## config.mk

```make
export PLATFORM = sky130hd
export DESIGN_NAME = mult_datapath
export DESIGN_NICKNAME = d
export VERILOG_FILES = /design/src/rtl/mult_datapath.sv
export SDC_FILE = /design/constraint.sdc
export NUM_CORES = 1
export LEC_CHECK = 0
export CORE_MARGIN = 2
export CORE_UTILIZATION = 55
export CTS_CLUSTER_SIZE = 28
export DETAILED_ROUTE_END_ITERATION = 10
export GPL_TIMING_DRIVEN = 0
export PLACE_DENSITY_LB_ADDON = 0.05
export SLEW_MARGIN = 25
export SYNTH_ARGS = -nofsm -noshare
export SYNTH_HDL_FRONTEND = slang
export SYNTH_SLANG_ARGS = --single-unit
```

## constraint.sdc

```tcl
create_clock -name Clk -period 5.5 [get_ports Clk]
set_clock_uncertainty 0.2 [all_clocks]
set_input_delay 0.55 -clock Clk [delete_from_list [all_inputs] [get_ports Clk]]
set_output_delay 0.55 -clock Clk [all_outputs]
set_load 0.02 [all_outputs]
```

## src/rtl/mult_datapath.sv

```systemverilog
// mult_datapath: register and arithmetic datapath for the 8-bit signed
// add-shift multiplier. It holds the accumulator A, the multiplier B and the
// sign-extension bit X. It decodes the control FSM strobes and returns B[0]
// to the FSM as M.
//
// Optional feature: define MULT_SHIFT_COUNT_EN to build the 3-bit shift
// counter that drives Shift_cnt and Last. Without it, both outputs are tied
// to zero and the FSM has to count shifts itself.
module mult_datapath (
    input  logic       Clk,
    input  logic       Reset,
    input  logic [7:0] S,
    input  logic       Clr_Ld,
    input  logic       ADD,
    input  logic       SUB,
    input  logic       Shift,
    output logic [7:0] Aval,
    output logic [7:0] Bval,
    output logic       X,
    output logic       M,
    output logic [2:0] Shift_cnt,
    output logic       Last
);

    // One operation per cycle; the priority encoder below picks it.
    typedef enum logic [2:0] {
        OP_HOLD  = 3'd0,
        OP_LOAD  = 3'd1,
        OP_SUB   = 3'd2,
        OP_ADD   = 3'd3,
        OP_SHIFT = 3'd4
    } op_e;

    op_e        op;
    logic [7:0] a_q, b_q;
    logic       x_q;
    logic [7:0] a_d, b_d;
    logic       x_d;
    logic [8:0] a_ext, s_ext, sum9, diff9;

    // Strobe priority: Clr_Ld > SUB > ADD > Shift. Reset is handled in the
    // register blocks and overrides everything.
    always_comb begin
        op = OP_HOLD;
        if (Clr_Ld)     op = OP_LOAD;
        else if (SUB)   op = OP_SUB;
        else if (ADD)   op = OP_ADD;
        else if (Shift) op = OP_SHIFT;
    end

    // 9-bit signed arithmetic. Two 8-bit operands cannot overflow 9 bits,
    // so bit 8 is always the true sign of the result.
    always_comb begin
        a_ext = {a_q[7], a_q};
        s_ext = {S[7], S};
        sum9  = a_ext + s_ext;
        diff9 = a_ext + ~s_ext + 9'd1;
    end

    // Next values of A, B and X for the selected operation.
    always_comb begin
        a_d = a_q;
        b_d = b_q;
        x_d = x_q;
        unique case (op)
            OP_LOAD: begin
                a_d = 8'h00;
                b_d = S;
                x_d = 1'b0;
            end
            OP_SUB: begin
                a_d = diff9[7:0];
                x_d = diff9[8];
            end
            OP_ADD: begin
                a_d = sum9[7:0];
                x_d = sum9[8];
            end
            OP_SHIFT: begin
                // Arithmetic right shift of {X,A,B}. X keeps its value and
                // acts as the sign fill.
                a_d = {x_q, a_q[7:1]};
                b_d = {a_q[0], b_q[7:1]};
            end
            default: begin
                a_d = a_q;
                b_d = b_q;
                x_d = x_q;
            end
        endcase
    end

    // A/B/X registers with synchronous reset.
    always_ff @(posedge Clk) begin
        if (Reset) begin
            a_q <= 8'h00;
            b_q <= 8'h00;
            x_q <= 1'b0;
        end else begin
            a_q <= a_d;
            b_q <= b_d;
            x_q <= x_d;
        end
    end

    assign Aval = a_q;
    assign Bval = b_q;
    assign X    = x_q;
    assign M    = b_q[0];

`ifdef MULT_SHIFT_COUNT_EN
    logic [2:0] cnt_q;

    // Shift counter: cleared by reset or load, and counts up once per
    // executed shift. It wraps 7 -> 0, so the eighth shift returns it to 0.
    always_ff @(posedge Clk) begin
        if (Reset)                cnt_q <= 3'd0;
        else if (op == OP_LOAD)   cnt_q <= 3'd0;
        else if (op == OP_SHIFT)  cnt_q <= cnt_q + 3'd1;
    end

    assign Shift_cnt = cnt_q;
    assign Last      = (cnt_q == 3'd7);
`else
    assign Shift_cnt = 3'd0;
    assign Last      = 1'b0;
`endif

endmodule

```

# Yosys cells after proc, flatten, opt, wreduce, memory -nomap -nowiden
# Index checks and enable logic that the tools add are counted.
# totals
rom_bits,0
out_inout_bits,22
inputBits,14
latchBits,0
ram_bits,0
register_bits,17
n_memories,0
# op_classes
mul,0
muxes,7
n_bitwise,1
add_sub_neg,3
n_reduce_logical,3
eq_ne,4
order_cmp,0
shift,0
div_mod_pow,0
# op_table
op,n
$pmux W8 S4,1
$pmux W8 S2,1
$mux W3,4
$add A8 B8 Y9,1
$add A9 B1 Y9 const B,1
$add A9 B9 Y9,1
$not A9 Y9,1
$eq A3 B2 Y1 const B,2
$reduce_bool A4 Y1,1
$eq A3 B1 Y1 const B,1
$eq A3 B3 Y1 const B,1
$pmux W1 S3,1
$reduce_bool A3 Y1,1
$reduce_bool A2 Y1,1

# Logic depth before layout (Yosys ltp)
# Gate-level depths: netlist of run 1.
# logic_depth
depth_word,6
mapped_depth,9
ltp_nobuf,9

# Least setup slack after synthesis of run 1
# Ideal clock, no wire load.
# synth_timing
path_kind,input to register
startpoint,input port S[0]
endpoint,"register a_q[6], in the netlist Aval[6]"
path_buffers,0
arrival_time_ps,2108
setup_ps,126
required_ps,5174
stages,8
slack_ps,3066
path_cell_list,ha_1 -> inv_1 -> fa_1 -> a21o_1 -> a221o_1 -> a221o_1 -> a31oi_1 -> a211oi_1
# synth_via
elab_chain_cells,4
# synth_rtl
item,line,rtl
"start, declared",12,"input logic [7:0] S,"
$not A9 Y9,57,diff9 = a_ext + ~s_ext + 9'd1;
$add A9 B9 Y9,57,
$add A9 B1 Y9,57,
$pmux W8 S4 *,65,unique case (op)
"end signal, assigned",96,a_q <= 8'h00;
"end signal, assigned",100,a_q <= a_d;
"end, declared",35,"logic [7:0] a_q, b_q;"
# Every way passes the cells marked *; elsewhere a longest branch is shown, timed or not.
# A chain may end at the register's enable or synchronous reset.

# Worst setup path in the final report of run 1
# Same ends and word-level chain as after synthesis.

==> results of run 1 <==
[power by group through the flow]
stage | Combinational, W | Clock, W | Sequential (W)
finish | 0.000187 | 0.0000721 | 0.000147
global route | 0.000203 | 0.0000770 | 0.000150
CTS | 0.000184 | 0.0000737 | 0.000147
detailed placement | 0.000183 | 0 | 0.000150
global placement | 0.000179 | 0 | 0.000149
floorplan | 0.000113 | 0 | 0.000161
[cell usage in the layout, fill, tap and decap left out, types with 4 or more instances in the layout]
master	n
a21oi_1	13
dfxtp_1	17
nor3_1	5
nor2_1	16
a221o_1	4
a211oi_1	18
clkdlybuf4s50_1	28
a31oi_1	5
buf_4	9
a21o_1	5
inv_1	14
o21ai_0	5
clkbuf_1	6
nand2b_1	4
mux2i_1	6
nand2_1	5
conb_1	4
ha_1	16
nor2b_1	9
[final timing paths]
kind                   startpoint  depth (start not counted)                   end
max                          S[0]                          9  Aval[6]$_SDFFE_PP0P_
min                         Reset                          2  Bval[1]$_SDFFE_PP0P_
min reg2reg        X$_SDFFE_PP0P_                          2        X$_SDFFE_PP0P_
max reg2reg  Aval[0]$_SDFFE_PP0P_                          9  Aval[6]$_SDFFE_PP0P_
[flip-flops by register name, indices dropped and copies added (netlist names)]
signal	flops
Bval	8
Aval	8
X	1
[logic make-up (layout without fill, tap and decap cells)]
logic type | Yosys count | after routing
DFF | 17 | 17
other | 1 | 4
adders and majority gates | 18 | 18
muxes | 8 | 8
xor gates and xnor gates | 2 | 2
AOI/OAI and AO/OA | 67 | 67
and+or+nand+nor | 55 | 55
buffers and inverters | 31 | 63
[through the flow]
step	instance area, µm²	instances
2_1_floorplan	1630	202
3_3_place_gp	1940	261
3_5_place_dp	1940	261
4_1_cts	1970	265
5_1_grt	1970	265
6_report	1970	265
[layer usage]
metal	part of all wire	GRT usage	vias up
li1	-	-	797
met2	0.49	0.458	73
met5	0	0	-
met1	0.42	0.349	737
met4	0.017	0.0864	0
met3	0.076	0.0313	10
[worst max-delay path, stage by stage]
cell and delay [ns]:
clkdlybuf4s50_1 0.52, ha_1 0.19, inv_1 0.06, fa_1 0.42
a21o_1 0.20, a221o_1 0.32, a221o_1 0.36, a31oi_1 0.16
a211oi_1 0.08
[area by class of cell]
cell class	count	area share
well taps	31	0.0197
clock buffers	4	0.0133
flip-flops and latches	17	0.173
plain buffers	17	0.0546
inverters	14	0.0267
repair buffers	28	0.142
multi-input cells	154	0.571
==> qor.txt, run 1 <==
Initial antenna violation count - 0
Syn-to-layout area delta - 22.1%
# nets final - 267
Synthesized area - 1610 µm²
RSZ-0062 raised after global routing - no
Worst min-delay path category - in2reg
Grt ovf - 0
Tot Pwr - 0.000406 W
CTS max path bufs - 2
Worst Tran Pin Value - 0.601 ns
Most frequent cells after synthesis - a211oi_1, dfxtp_1, ha_1, nor2_1, inv_1
Fillers - 234
DRT antenna net count - 0
CP required - 5.49 ns
Post-CTS sizing - 0
Clock Power Share - 0.178
Worst-path clk slew - 0.11 ns
Root Buffer Master - clkbuf_4
Die Ht - 58.2 µm
Tmin final - 2.86 ns
Worst setup margin - 2.64 ns
Yosys synthesis warning count - 0
Post-Synthesis Cells - 199
CTS tree - yes
Reg2reg setup slack - 2.97 ns
Slew margin rel. - 0.599
Syn_area_per_cell - 8.11 µm²
Maxcap violations - 0
GP Congestion - 0.920
Max-slew violation count - 0
Crit. End Element - flip-flop
Fin. Hold Viols - 0
First-pass GRT wire length - 7.02 mm
Most frequent cell after synthesis - a211oi_1
Hpwl dp - 3.16 mm
XOR/XNOR share of the synthesized area - 0.0109
Mux share of post-synthesis cell area - 0.0512
Crit-path max FO - 3
Initial DRC count - 109
Via count - 1,617
Worst vdd ir - 0.148 mV
Ant diodes - 0
Fmax - 0.350 GHz
Top FF cell, synth - dfxtp_1
Clk_lat worst skew - 0.30 ns
FP Rows - 19
Part of the power in combinational logic - 0.459
Post-Synth Simple-Gate Area - 0.184
Total Neg Setup Slack - 0 ns
Leading area contributor after synthesis - dfxtp_1
Core area - 2780 µm²
WL final - 4.17 mm
Area of the multi-input gates - 1120 µm²
Synth unique cells - 47
Initial cell density of the core - 0.580
Setup CP Type - in2reg
Layout Utilization - 0.709
Register area share after synthesis - 0.211
DRC viols - 0
Die X - 58.2 µm
GRT Util Overall - 0.267
Run status - finished, final reports clean
TritonRoute pass-1 iters - 4
Layout cells sized above 1 - 0.0855
Top post-synthesis cells by area - dfxtp_1, ha_1, a211oi_1
Worst EP arrival - 2.84 ns
Period utilization - 0.519
CTS Sinks - 17
Max H-tree Level - 1
CTS Buf Count - 3
Seq pwr share - 0.363
Average vias per placed instance - 6.10
WL/cell - 15.7 µm
Vias in the first global route - 1,550
Switching Share - 0.388
Largest net degree at the start of global routing - 11
Pleak - 0.879 nW
Largest family of logic cells by synthesized area - compound AO/OA/AOI/OAI gates
Internal power - 0.000249 W
Yosys top cell area share - 0.211
Register bit count reported by yosys - 17
DIE AREA - 3380 µm²
Compound-Gate Fraction of Synth Area - 0.292
# Post-CTS Setup Buffers - 0
Net Sw Power - 0.000157 W
Adder-cell share of the synthesized area - 0.149
Final setup fails - 0
P per Cell Area - 206 nW/µm²
Io pins - 36
Startpoint types - input pin
Fraction of registers with async set/reset - 0
Hold slack - 0.277 ns
Post-synth EDFFs - 0
Port Buffers - 28
Pre-CTS setup slack - 2.35 ns
Register area - 340 µm²
CTS Hold Bufs - 0
No activity file was read; power rests on OpenSTA's default activity.
==> run 2: changes to the inputs <==
- CORE_UTILIZATION: 55 -> 51
- clock period: 5.5 -> 2.9 ns (I/O delays scaled with it)
==> run 2 against run 1 <==
Net effect: register-to-register slack got worse by 2.5 ns; global-route usage decreased by 0.86 points; sequential share of layout area decreased by 0.15 points; via count increased by 0.80%; critical endpoint unchanged.
==> qor.txt, run 2 (same netlist as run 1, synthesis figures left out) <==
Run status - finished, final reports clean
Worst Tran Pin Value - 0.622 ns
Most common cell after layout, fill and taps aside - clkdlybuf4s50_1
Most frequent cells in the layout - clkdlybuf4s50_1, a211oi_1, dfxtp_1, nor2_1, ha_1
Maxcap violations - 0
Worst-path clk slew - 0.12 ns
Max H-tree Level - 1
Post-CTS sizing - 0
Fmax - 0.393 GHz
Grt ovf - 0
Die Ht - 60.3 µm
Tmin final - 2.55 ns
P per Cell Area - 391 nW/µm²
Area after DPL - 1960 µm²
CTS Buf Count - 3
Initial cell density of the core - 0.533
CTS Sinks - 17
FP Rows - 20
CP required - 2.91 ns
Worst-path cell chain - clkdlybuf4s50_1, ha_1, inv_1, fa_1, a21o_1, a221o_1, a221o_1, a31oi_1, a211oi_1
Initial DRC count - 89
Slew margin rel. - 0.584
Worst setup margin - 0.355 ns
CTS max path bufs - 2
Critical path's slowest cell - clkdlybuf4s50_1
Crit-path max FO - 3
CTS Hold Bufs - 0
Syn-to-layout area delta - 23.2%
Via count - 1,630
Ant diodes - 0
CP most frequent cell - a221o_1
CP max stage delay - 0.52 ns
Worst vdd ir - 0.279 mV
DRT antenna net count - 0
Startpoint types - input pin
Die X - 60.3 µm
Setup CP Type - in2reg
Pleak - 0.882 nW
GRT Util Overall - 0.259
Layout Utilization - 0.657
TritonRoute pass-1 iters - 4
Max-slew violation count - 0
Design area - 1990 µm²
# nets final - 267
Root Buffer Master - clkbuf_4
Period utilization - 0.878
Io pins - 36
Worst EP arrival - 2.56 ns
Worst min-delay path category - in2reg
Crit. End Element - flip-flop
Pre-CTS setup slack - 0.0376 ns
Port Buffers - 28
Average vias per placed instance - 5.86
DRC viols - 0
CTS tree - yes
WL final - 4.37 mm
# Post-CTS Setup Buffers - 0
Vias in the first global route - 1,527
Hold slack - 0.0179 ns
First-pass GRT wire length - 6.95 mm
DIE AREA - 3630 µm²
WL/cell - 15.7 µm
Core area - 3030 µm²
Largest net degree at the start of global routing - 11
Total Neg Setup Slack - 0 ns
Fin. Hold Viols - 0
RSZ-0062 raised after global routing - no
Initial antenna violation count - 0
Final setup fails - 0
GP Congestion - 0.905
Clk_lat worst skew - 0.31 ns
Layout cells sized above 1 - 0.0897
Hpwl dp - 3.30 mm
[run 2: changes by cell type in the layout (fill, tap and decap cells not counted)]
cell / before / now
clkbuf_1: 6 / 5
clkinv_2: 0 / 1
[run 2: final timing paths]
kind                               end  slack (ns)  depth (start not counted)                  from
setup / recovery  Aval[6]$_SDFFE_PP0P_        0.35                          9                  S[0]
hold / removal    Bval[7]$_SDFFE_PP0P_        0.02                          2                 Reset
setup reg to reg  Aval[6]$_SDFFE_PP0P_        0.43                          9  Aval[0]$_SDFFE_PP0P_
hold reg to reg         X$_SDFFE_PP0P_        0.35                          2        X$_SDFFE_PP0P_
[run 2: area by class of cell]
class	count	area (µm²)
repair buffers	28	280
well taps	44	55.1
multi-input cells	154	1120
clock buffers	3	22.5
plain buffers	17	108
flip-flops and latches	17	340
clock inverters	1	5.00
inverters	14	52.6
fillers	287	1040
[run 2: worst max-delay path: cells and delay by family]
kind	cells	cell delay, ns
buffers and inverters	2	0.58
adder cells (fa/ha/maj)	2	0.61
AO/OA/AOI/OAI	5	1.07
[run 2: power breakdown]
| group | switching [W] | total, W | internal [W] |
|---|---|---|---|
| logic | 0.000192 | 0.000356 | 0.000163 |
| clock network | 0.0000902 | 0.000142 | 0.0000515 |
| registers | 0.0000248 | 0.000280 | 0.000255 |
| total | 0.000307 | 0.000777 | 0.000470 |
[run 2: through the flow]
| stage | std cells | power [W] |
|---|---|---|
| 2_1_floorplan | 202 | 0.000520 |
| 3_3_place_gp | 274 | 0.000624 |
| 3_5_place_dp | 274 | 0.000634 |
| 4_1_cts | 278 | 0.000775 |
| 5_1_grt | 278 | 0.000826 |
| 6_report | 278 | 0.000777 |
[run 2: per-layer routing]
layer | global-route usage | part of all wire | vias to the layer above
li1 | - | - | 785
met1 | 0.304 | 0.40 | 776
met4 | 0.0730 | 0.015 | 0
met5 | 0 | 0 | -
met2 | 0.458 | 0.50 | 59
met3 | 0.0671 | 0.077 | 10
